[config.mk]
export PLATFORM = sky130hd
export DESIGN_NAME = aucohl_sar_scan
export DESIGN_NICKNAME = d
export VERILOG_FILES = /design/src/rtl/aucohl_sar_scan.sv
export SDC_FILE = /design/constraint.sdc
export NUM_CORES = 1
export LEC_CHECK = 0
export BUFFER_PORTS_ARGS = -buffer_cell sky130_fd_sc_hd__clkbuf_2
export CORE_MARGIN = 3
export CORE_UTILIZATION = 56
export DETAILED_ROUTE_END_ITERATION = 7
export PLACE_DENSITY = 0.8
export SLEW_MARGIN = 25
export SYNTH_ARGS = -nofsm -noshare
export SYNTH_HDL_FRONTEND = slang
export SYNTH_SLANG_ARGS = --single-unit
[constraint.sdc]
create_clock -name clk -period 3.1 [get_ports clk]
set_input_delay 0.465 -clock clk [delete_from_list [all_inputs] [get_ports clk]]
set_output_delay 0.465 -clock clk [all_outputs]
set_load 0.01 [all_outputs]
[src/rtl/aucohl_sar_scan.sv]
// Multi-channel SAR ADC controller: scans masked channels, runs one successive-approximation
// conversion per channel and hands tagged results out over a valid/ready register.
module aucohl_sar_scan #(
  parameter int SIZE = 10,
  parameter int NCH  = 4,
  parameter int SWW  = 4,
  localparam int CW  = $clog2(NCH)
) (
  input  logic            clk,
  input  logic            rst,
  input  logic            en,
  input  logic            soc,
  input  logic            mode,
  input  logic [NCH-1:0]  ch_mask,
  input  logic [SWW-1:0]  swidth,
  input  logic            stop,
  input  logic            cmp,
  output logic            sample_n,
  output logic            dac_rst,
  output logic [SIZE-1:0] dac,
  output logic [CW-1:0]   ch_sel,
  output logic [SIZE-1:0] data,
  output logic [CW-1:0]   data_ch,
  output logic            data_valid,
  input  logic            data_ready,
  output logic            eos,
  output logic            busy,
  output logic            overrun,
  input  logic            ovr_clr
);

  localparam int KW   = $clog2(SIZE);
  localparam int CNTW = (SWW > KW) ? SWW : KW;

  typedef enum logic [2:0] {IDLE, SEL, SAMPLE, CONV, DONE} state_t;

  // {found, index} of the lowest set mask bit at or above 'from'
  function automatic logic [CW:0] find_ch(input logic [NCH-1:0] m, input int from);
    find_ch = '0;
    for (int i = NCH - 1; i >= 0; i--)
      if (m[i] && i >= from) find_ch = {1'b1, CW'(i)};
  endfunction

  function automatic logic [SIZE-1:0] trial(input logic [CNTW-1:0] k);
    trial = '0;
    if (int'(k) < SIZE) trial = {{(SIZE-1){1'b0}}, 1'b1} << (SIZE - 1 - int'(k));
  endfunction

  state_t          state_q, state_d;
  logic [CW-1:0]   ch_q, ch_d;
  logic [NCH-1:0]  mask_q, mask_d;
  logic            mode_q, mode_d;
  logic [SWW-1:0]  sw_q, sw_d;
  logic            stop_pend_q, stop_pend_d;
  logic [CNTW-1:0] cnt_q, cnt_d;
  logic [SIZE-1:0] code_q, code_d;
  logic [SIZE-1:0] data_q, data_d;
  logic [CW-1:0]   data_ch_q, data_ch_d;
  logic            valid_q, valid_d;
  logic            ovr_q, ovr_d;
  logic            eos_q, eos_d;
  logic            sample_n_q, sample_n_d;
  logic            dac_rst_q, dac_rst_d;
  logic [SIZE-1:0] dac_q, dac_d;
  logic            busy_q, busy_d;

  logic [CW:0] soc_first, nxt_hi, first_lo;
  logic        load, last_bit;

  always_comb begin
    soc_first = find_ch(ch_mask, 0);
    nxt_hi    = find_ch(mask_q, int'(ch_q) + 1);
    first_lo  = find_ch(mask_q, 0);
    load      = en && (state_q == DONE);
    last_bit  = (cnt_q == CNTW'(SIZE - 1));

    state_d     = state_q;
    ch_d        = ch_q;
    mask_d      = mask_q;
    mode_d      = mode_q;
    sw_d        = sw_q;
    cnt_d       = cnt_q;
    code_d      = code_q;
    stop_pend_d = stop_pend_q | (stop && (state_q != IDLE));
    eos_d       = 1'b0;

    if (en) begin
      case (state_q)
        IDLE: if (soc && soc_first[CW]) begin
          state_d = SEL;
          mask_d  = ch_mask;
          mode_d  = mode;
          sw_d    = swidth;
          ch_d    = soc_first[CW-1:0];
        end
        SEL: begin
          code_d  = '0;
          cnt_d   = '0;
          state_d = SAMPLE;
        end
        SAMPLE: begin
          if (cnt_q == CNTW'(sw_q)) begin
            cnt_d   = '0;
            state_d = CONV;
          end else begin
            cnt_d = cnt_q + CNTW'(1);
          end
        end
        CONV: begin
          if (cmp) code_d = code_q | trial(cnt_q);
          if (last_bit) begin
            state_d = DONE;
            eos_d   = ~nxt_hi[CW];
          end else begin
            cnt_d = cnt_q + CNTW'(1);
          end
        end
        DONE: begin
          if (nxt_hi[CW]) begin
            state_d = SEL;
            ch_d    = nxt_hi[CW-1:0];
          end else if (mode_q && !(stop_pend_q || stop) && first_lo[CW]) begin
            state_d = SEL;
            ch_d    = first_lo[CW-1:0];
          end else begin
            state_d = IDLE;
          end
        end
        default: state_d = IDLE;
      endcase
    end
    if (state_d == IDLE) stop_pend_d = 1'b0;

    // Analog-facing controls are registered copies of the next-state decode
    sample_n_d = (state_d != SAMPLE);
    dac_rst_d  = (state_d == SEL);
    busy_d     = (state_d != IDLE);
    dac_d      = (state_d == CONV) ? (code_d | trial(cnt_d)) : '0;

    data_d    = load ? code_q : data_q;
    data_ch_d = load ? ch_q : data_ch_q;
    valid_d   = load | (valid_q & ~data_ready);
    if (load && valid_q && !data_ready) ovr_d = 1'b1;
    else if (ovr_clr)                   ovr_d = 1'b0;
    else                                ovr_d = ovr_q;
  end

  always_ff @(posedge clk or posedge rst) begin
    if (rst) begin
      state_q     <= IDLE;
      ch_q        <= '0;
      mask_q      <= '0;
      mode_q      <= 1'b0;
      sw_q        <= '0;
      stop_pend_q <= 1'b0;
      cnt_q       <= '0;
      code_q      <= '0;
      data_q      <= '0;
      data_ch_q   <= '0;
      valid_q     <= 1'b0;
      ovr_q       <= 1'b0;
      eos_q       <= 1'b0;
      sample_n_q  <= 1'b1;
      dac_rst_q   <= 1'b0;
      dac_q       <= '0;
      busy_q      <= 1'b0;
    end else begin
      state_q     <= state_d;
      ch_q        <= ch_d;
      mask_q      <= mask_d;
      mode_q      <= mode_d;
      sw_q        <= sw_d;
      stop_pend_q <= stop_pend_d;
      cnt_q       <= cnt_d;
      code_q      <= code_d;
      data_q      <= data_d;
      data_ch_q   <= data_ch_d;
      valid_q     <= valid_d;
      ovr_q       <= ovr_d;
      eos_q       <= eos_d;
      sample_n_q  <= sample_n_d;
      dac_rst_q   <= dac_rst_d;
      dac_q       <= dac_d;
      busy_q      <= busy_d;
    end
  end

  assign sample_n   = sample_n_q;
  assign dac_rst    = dac_rst_q;
  assign dac        = dac_q;
  assign ch_sel     = ch_q;
  assign data       = data_q;
  assign data_ch    = data_ch_q;
  assign data_valid = valid_q;
  assign eos        = eos_q;
  assign busy       = busy_q;
  assign overrun    = ovr_q;

endmodule

# Yosys cells after proc, flatten, opt, wreduce, memory -nomap -nowiden
# Index checks and enable logic that the tools add are counted.
# Widths: inputs -> output; s select.
[totals] in_bits=17 reg_bits=57
[classes] muxes=42 add_sub_neg=4 reduce_logical=22 shifts=2 n_eq_ne=11 bitwise_logic=7 n_lt_le_gt_ge=6
[ops] operator="$mux 10" n=8
[ops] operator="$shl 1x32->10 const A" n=2
[ops] operator="$mux 3" n=16
[ops] operator="$or 10x10->10" n=2
[ops] operator="$pmux 10 s2" n=1
[ops] operator="$pmux 3 s5" n=1
[ops] operator="$mux 4" n=3
[ops] operator="$pmux 4 s3" n=1
[ops] operator="$logic_and 1x1->1" n=11
[ops] operator="$sub 4x4->5 const A" n=2
[ops] operator="$eq 3x2->1 const B" n=3
[ops] operator="$lt 4x4->1 const B" n=2
[ops] operator="$mux 1" n=8
[ops] operator="$eq 3x1->1 const B" n=2
[ops] operator="$ge 1x3->1 const A" n=2
[ops] operator="$ge 2x3->1 const A" n=2
[ops] operator="$logic_not 3->1" n=2
[ops] operator="$mux 2" n=3
[ops] operator="$ne 3x2->1 const B" n=2
[ops] operator="$reduce_bool 3->1" n=2
[ops] operator="$add 4x1->4 const B" n=1
[ops] operator="$eq 4x4->1" n=1
[ops] operator="$eq 4x4->1 const B" n=1
[ops] operator="$pmux 2 s2" n=1
[ops] operator="other kinds (11)" n=15

# Logic depth before layout (Yosys ltp)
[logic_depth] depth_word=12 ltp_mapped=13

# Worst setup path before layout
# No wires, ideal clock.
[synth_timing] path_type="flip-flop to flip-flop" from="reg cnt_q[1]" to="reg dac_q[5] (netlist: dac[5])" period_less_slack_ns=2.827 slack_ns=0.273 setup_time_ns=0.077 path_stages_with_launch=13 t_required_ns=3.023 n_path_buf=0 t_arrival_ns=2.750 cell_sequence="dfrtp_1 > inv_1 > ha_1 > ha_1 > nand3_1 > or2_2 > a41oi_1 > or2_2 > nand3_1 > ha_1 > inv_1 > or4_1 > o21ai_1"
[synth_via] elab_chain_cells=12 elab_cells_between_ends=29 classes_between="add/sub (3); order compare (2); eq/ne (3); shift (2); mux (17); bitwise (2)"
[synth_rtl] item="from (decl)" line_no="55" rtl="logic [CNTW-1:0] cnt_q, cnt_d;"
[synth_rtl] item="from (signal assigned)" line_no="174" rtl="cnt_q <= cnt_d;"
[synth_rtl] item="branches (longest 11 deep; another with $sub 4x4->5)"
[synth_rtl] item="$mux 10 *" line_no="138" rtl="dac_d = (state_d == CONV) ? (code_d | trial(cnt_d)) : '0;"
[synth_rtl] item="via dac_d[5]" line_no="64" rtl="logic [SIZE-1:0] dac_q, dac_d;"
[synth_rtl] item="to (signal assigned)" line_no="165" rtl="dac_q <= '0;"
[synth_rtl] item="to (signal assigned)" line_no="183" rtl="dac_q <= dac_d;"
[synth_rtl] item="to (decl)" line_no="64"
# Mark *: on every way through the listed nets, which the timed path passes. The select of a mux whose other input is x is not followed.
# A chain may end at the register's enable or synchronous reset.

# Worst setup path in the final report
[layout_timing] from="reg cnt_q[2]" to="reg dac_q[5] (netlist: dac[5])"
# The elaborated chain is that of the path after synthesis.

==> flow_metrics.py <==
metrics = {
    "sta": {
        "fmax_mhz": 343,
        "post-route-period-util_pct": 94.0,
        "rsz0062_at_grt": "no",
        "tightest_slew_ns": 0.586,
        "final.setup.tns_ns": 0,
        "hold_viol": 0,
        "slew_viol_final": 0,
        "skew_ns": 0.00559,
        "fin_crit_ns": 2.91,
        "setup_ws_ns": 0.186,
        "relSlewSlack_pct": 60.6,
        "finalSetupViolCount": 0,
    },
    "floorplanning": {
        "core_mm2": 0.00479,
        "pin_count": 47,
        "start_util_pct": 59.0,
        "fp.dieArea_mm2": 0.00593,
        "rows": 25,
        "floorplan.die.height_um": 77.0,
        "fp.dieW_um": 77.0,
    },
    "worst_hold_path": {
        "worstHoldPathType": "in2async",
    },
    "setup_path": {
        "cpPeakStageDelay_ns": 0.51,
        "startpoint_type": "flip-flop",
        "arrival_ns": 3.17,
        "critical_path_class": "reg2reg",
        "critPathCaptureType": "flip-flop",
        "cp.depth": 12,
        "critical_path_required_ns": 3.36,
        "crit_start": "cnt_q[2]",
        "cp_slowest_cell": "or4_1",
        "cp_top_family": "simple AND/OR/NAND/NOR gates",
        "critPathMaxFanout": 5,
        "cp_cell_sequence": "inv_1, ha_1, ha_2, nand3_1, or2_2, a41oi_2, or2_2, nand3_1, ha_1, inv_1, or4_1, o21ai_1",
        "crit_buf_inv": 2,
        "worst_r2r_path_depth": 12,
        "r2r_start": "cnt_q[2]",
    },
    "yosys": {
        "synth-async-reset-ratio_pct": 100,
        "synth-seq-cells": 57,
        "synth.distinct_cells": 52,
        "syn-num-nets": 297,
        "yosys_warnings": 0,
        "synth-edff-count": 0,
        "ys_seq_area_share_pct": 50.6,
        "ys.flop_type": "dfrtp_1",
        "netlist_area_mm2": 0.00282,
        "synth_area_per_cell_um2": 10.3,
        "synth_top_area_share_pct": 49.6,
        "yosys.area.top_type": "dfrtp_1",
        "ys_top_cells_by_area": "dfrtp_1 50%, mux2_2 7.6%, nor2_1 3.9%",
        "synthCells": 275,
    },
    "power_and_ir_drop": {
        "peakVddDrop_mv": 0.752,
        "leakage_uw": 0.00164,
        "netSwitchingPower_uw": 1290,
        "p_clk_share_pct": 19.2,
        "power_frac_seq_pct": 35.9,
        "power_frac_comb_pct": 44.9,
        "p_int_uw": 1940,
        "power_per_cell_area_mw_per_mm2": 962,
        "netSwitchingFraction_pct": 40.0,
    },
    "cells_and_area": {
        "final_common_cell": "dfrtp_1",
        "final_cell_mix": "56 x dfrtp_1, 46 x clkbuf_2, 29 x nor2_1",
        "diodes": 0,
        "stdcell_count": 405,
        "areaGrowthSynthToFinish_pct": 19.1,
        "nets": 356,
        "drive_above_1_share_pct": 30.8,
    },
    "clock_tree": {
        "clockRootBuffer": "clkbuf_8",
        "cts_tree": "built",
        "htree_levels": 3,
        "cts_resized": 0,
        "clock_sink_count": 57,
        "clockBufferDepth": 2,
        "ctsHoldBuffers": 0,
        "cts_inserted_buffers": 9,
        "post_cts_buffers": 0,
        "clock_latency_ns": 0.33,
        "path_clk_slew_ns": 0.06,
    },
    "drt": {
        "antenna_left": 0,
        "wirelength_um": 6310,
        "wl_per_cell_um": 15.6,
        "viasPerCell": 5.69,
        "drt-initial-drc-count": 208,
        "vias": 2305,
        "drc": 0,
        "first_pass_iters": 5,
    },
    "global_routing": {
        "grt-ovfl-total": 0,
        "antenna_found_initial": 0,
        "grt_pass1_wl_um": 10600,
        "first_global_vias": 2194,
        "track_usage_pct": 23.0,
        "grt_max_degree": 33,
    },
    "placed_design": {
        "dp_cells": 390,
        "portBuffers": 46,
        "hpwl_um": 4730,
        "routabilityCongestion": 0.939,
        "dp_slack_ns": 0.109,
    },
    "run_status": {
        "outcome": "finished clean",
    },
    "run": {
        "timing.max_cap.violations": 0,
    },
}
## metrics by stage
stage | utilization (%) | hold WS (ns) | area (um^2) | total power (uW)
CTS | 70.0 | 0.150 | 3350 | 3220
global placement | 66.2 | 0.462 | 3170 | 2560
finish | 70.2 | 0.146 | 3360 | 3230
floorplan | - | 0.480 | 2820 | 2150
global route | 70.2 | 0.180 | 3360 | 3470
detailed placement | 66.2 | 0.482 | 3170 | 2590
## sequential cells by signal, summed over array words and instances, names as in the netlist, 2 cells and up
register  count
mask_q        4
data         10
ch_sel        2
code_q       10
cnt_q         4
data_ch       2
state_q       3
dac          10
sw_q          4
## path summary, 6_finish.rpt
path | end | slack (ns)
max in group asynchronous | sample_n | 2.12
worst min register to register | data_ch[0] | 0.48
worst min-delay path | sw_q[3] | 0.15
worst max-delay path | dac[5] | 0.19
worst max register to register | dac[5] | 0.19
min in group clk | overrun | 0.34
## cell families (layout without fill, tap and decap cells)
logic type,Yosys count,after routing,share of synthesized area (%)
flip-flops,57,57,50.6
buffers and inverters,27,90,4.26
adder cells (fa/ha/maj),5,5,2.22
multiplexers,22,22,8.64
XOR/XNOR,4,4,1.24
AO/OA/AOI/OAI,60,60,14.8
AND/OR/NAND/NOR,100,100,18.3
## area by class of cell
class / instances / area, um^2
clock buffers: 13 / 169
clock inverters: 2 / 12.5
fillers: 404 / 1420
inverters: 17 / 63.8
multi-input cells: 191 / 1280
flip-flops and latches: 57 / 1430
well taps: 67 / 83.8
repair buffers: 58 / 320
## layer usage
metal	track usage (%)	share of wire, %	routed length, um
met5	0	0	0
met4	10.1	1.7	106
met3	3.87	5.5	350
met2	34.1	45	2840
met1	33.3	48	3020
## power by group through the flow
stage | Sequential (uW) | Clock (uW) | Combinational (uW)
after detailed placement | 1170 | 0 | 1420
final | 1160 | 621 | 1450
after global placement | 1160 | 0 | 1400
after global routing | 1190 | 666 | 1610
after CTS | 1160 | 635 | 1430
after floorplan | 1150 | 0 | 1000
## cells in the mapped netlist, drive strengths merged (3+ instances only)
cell	number
a31oi	5
nand2b	4
dfrtp	56
a41oi	6
mux2	19
inv	17
nand2	19
nor4	4
nor2b	5
clkbuf	5
o22ai	3
o211ai	3
nor3	8
buf	5
and3	5
ha	5
xnor2	4
o21ai	7
o2bb2ai	5
mux2i	3
a21oi	20
nor2	29
nand3	8
or2	4
(Power assumes the default switching activity.)
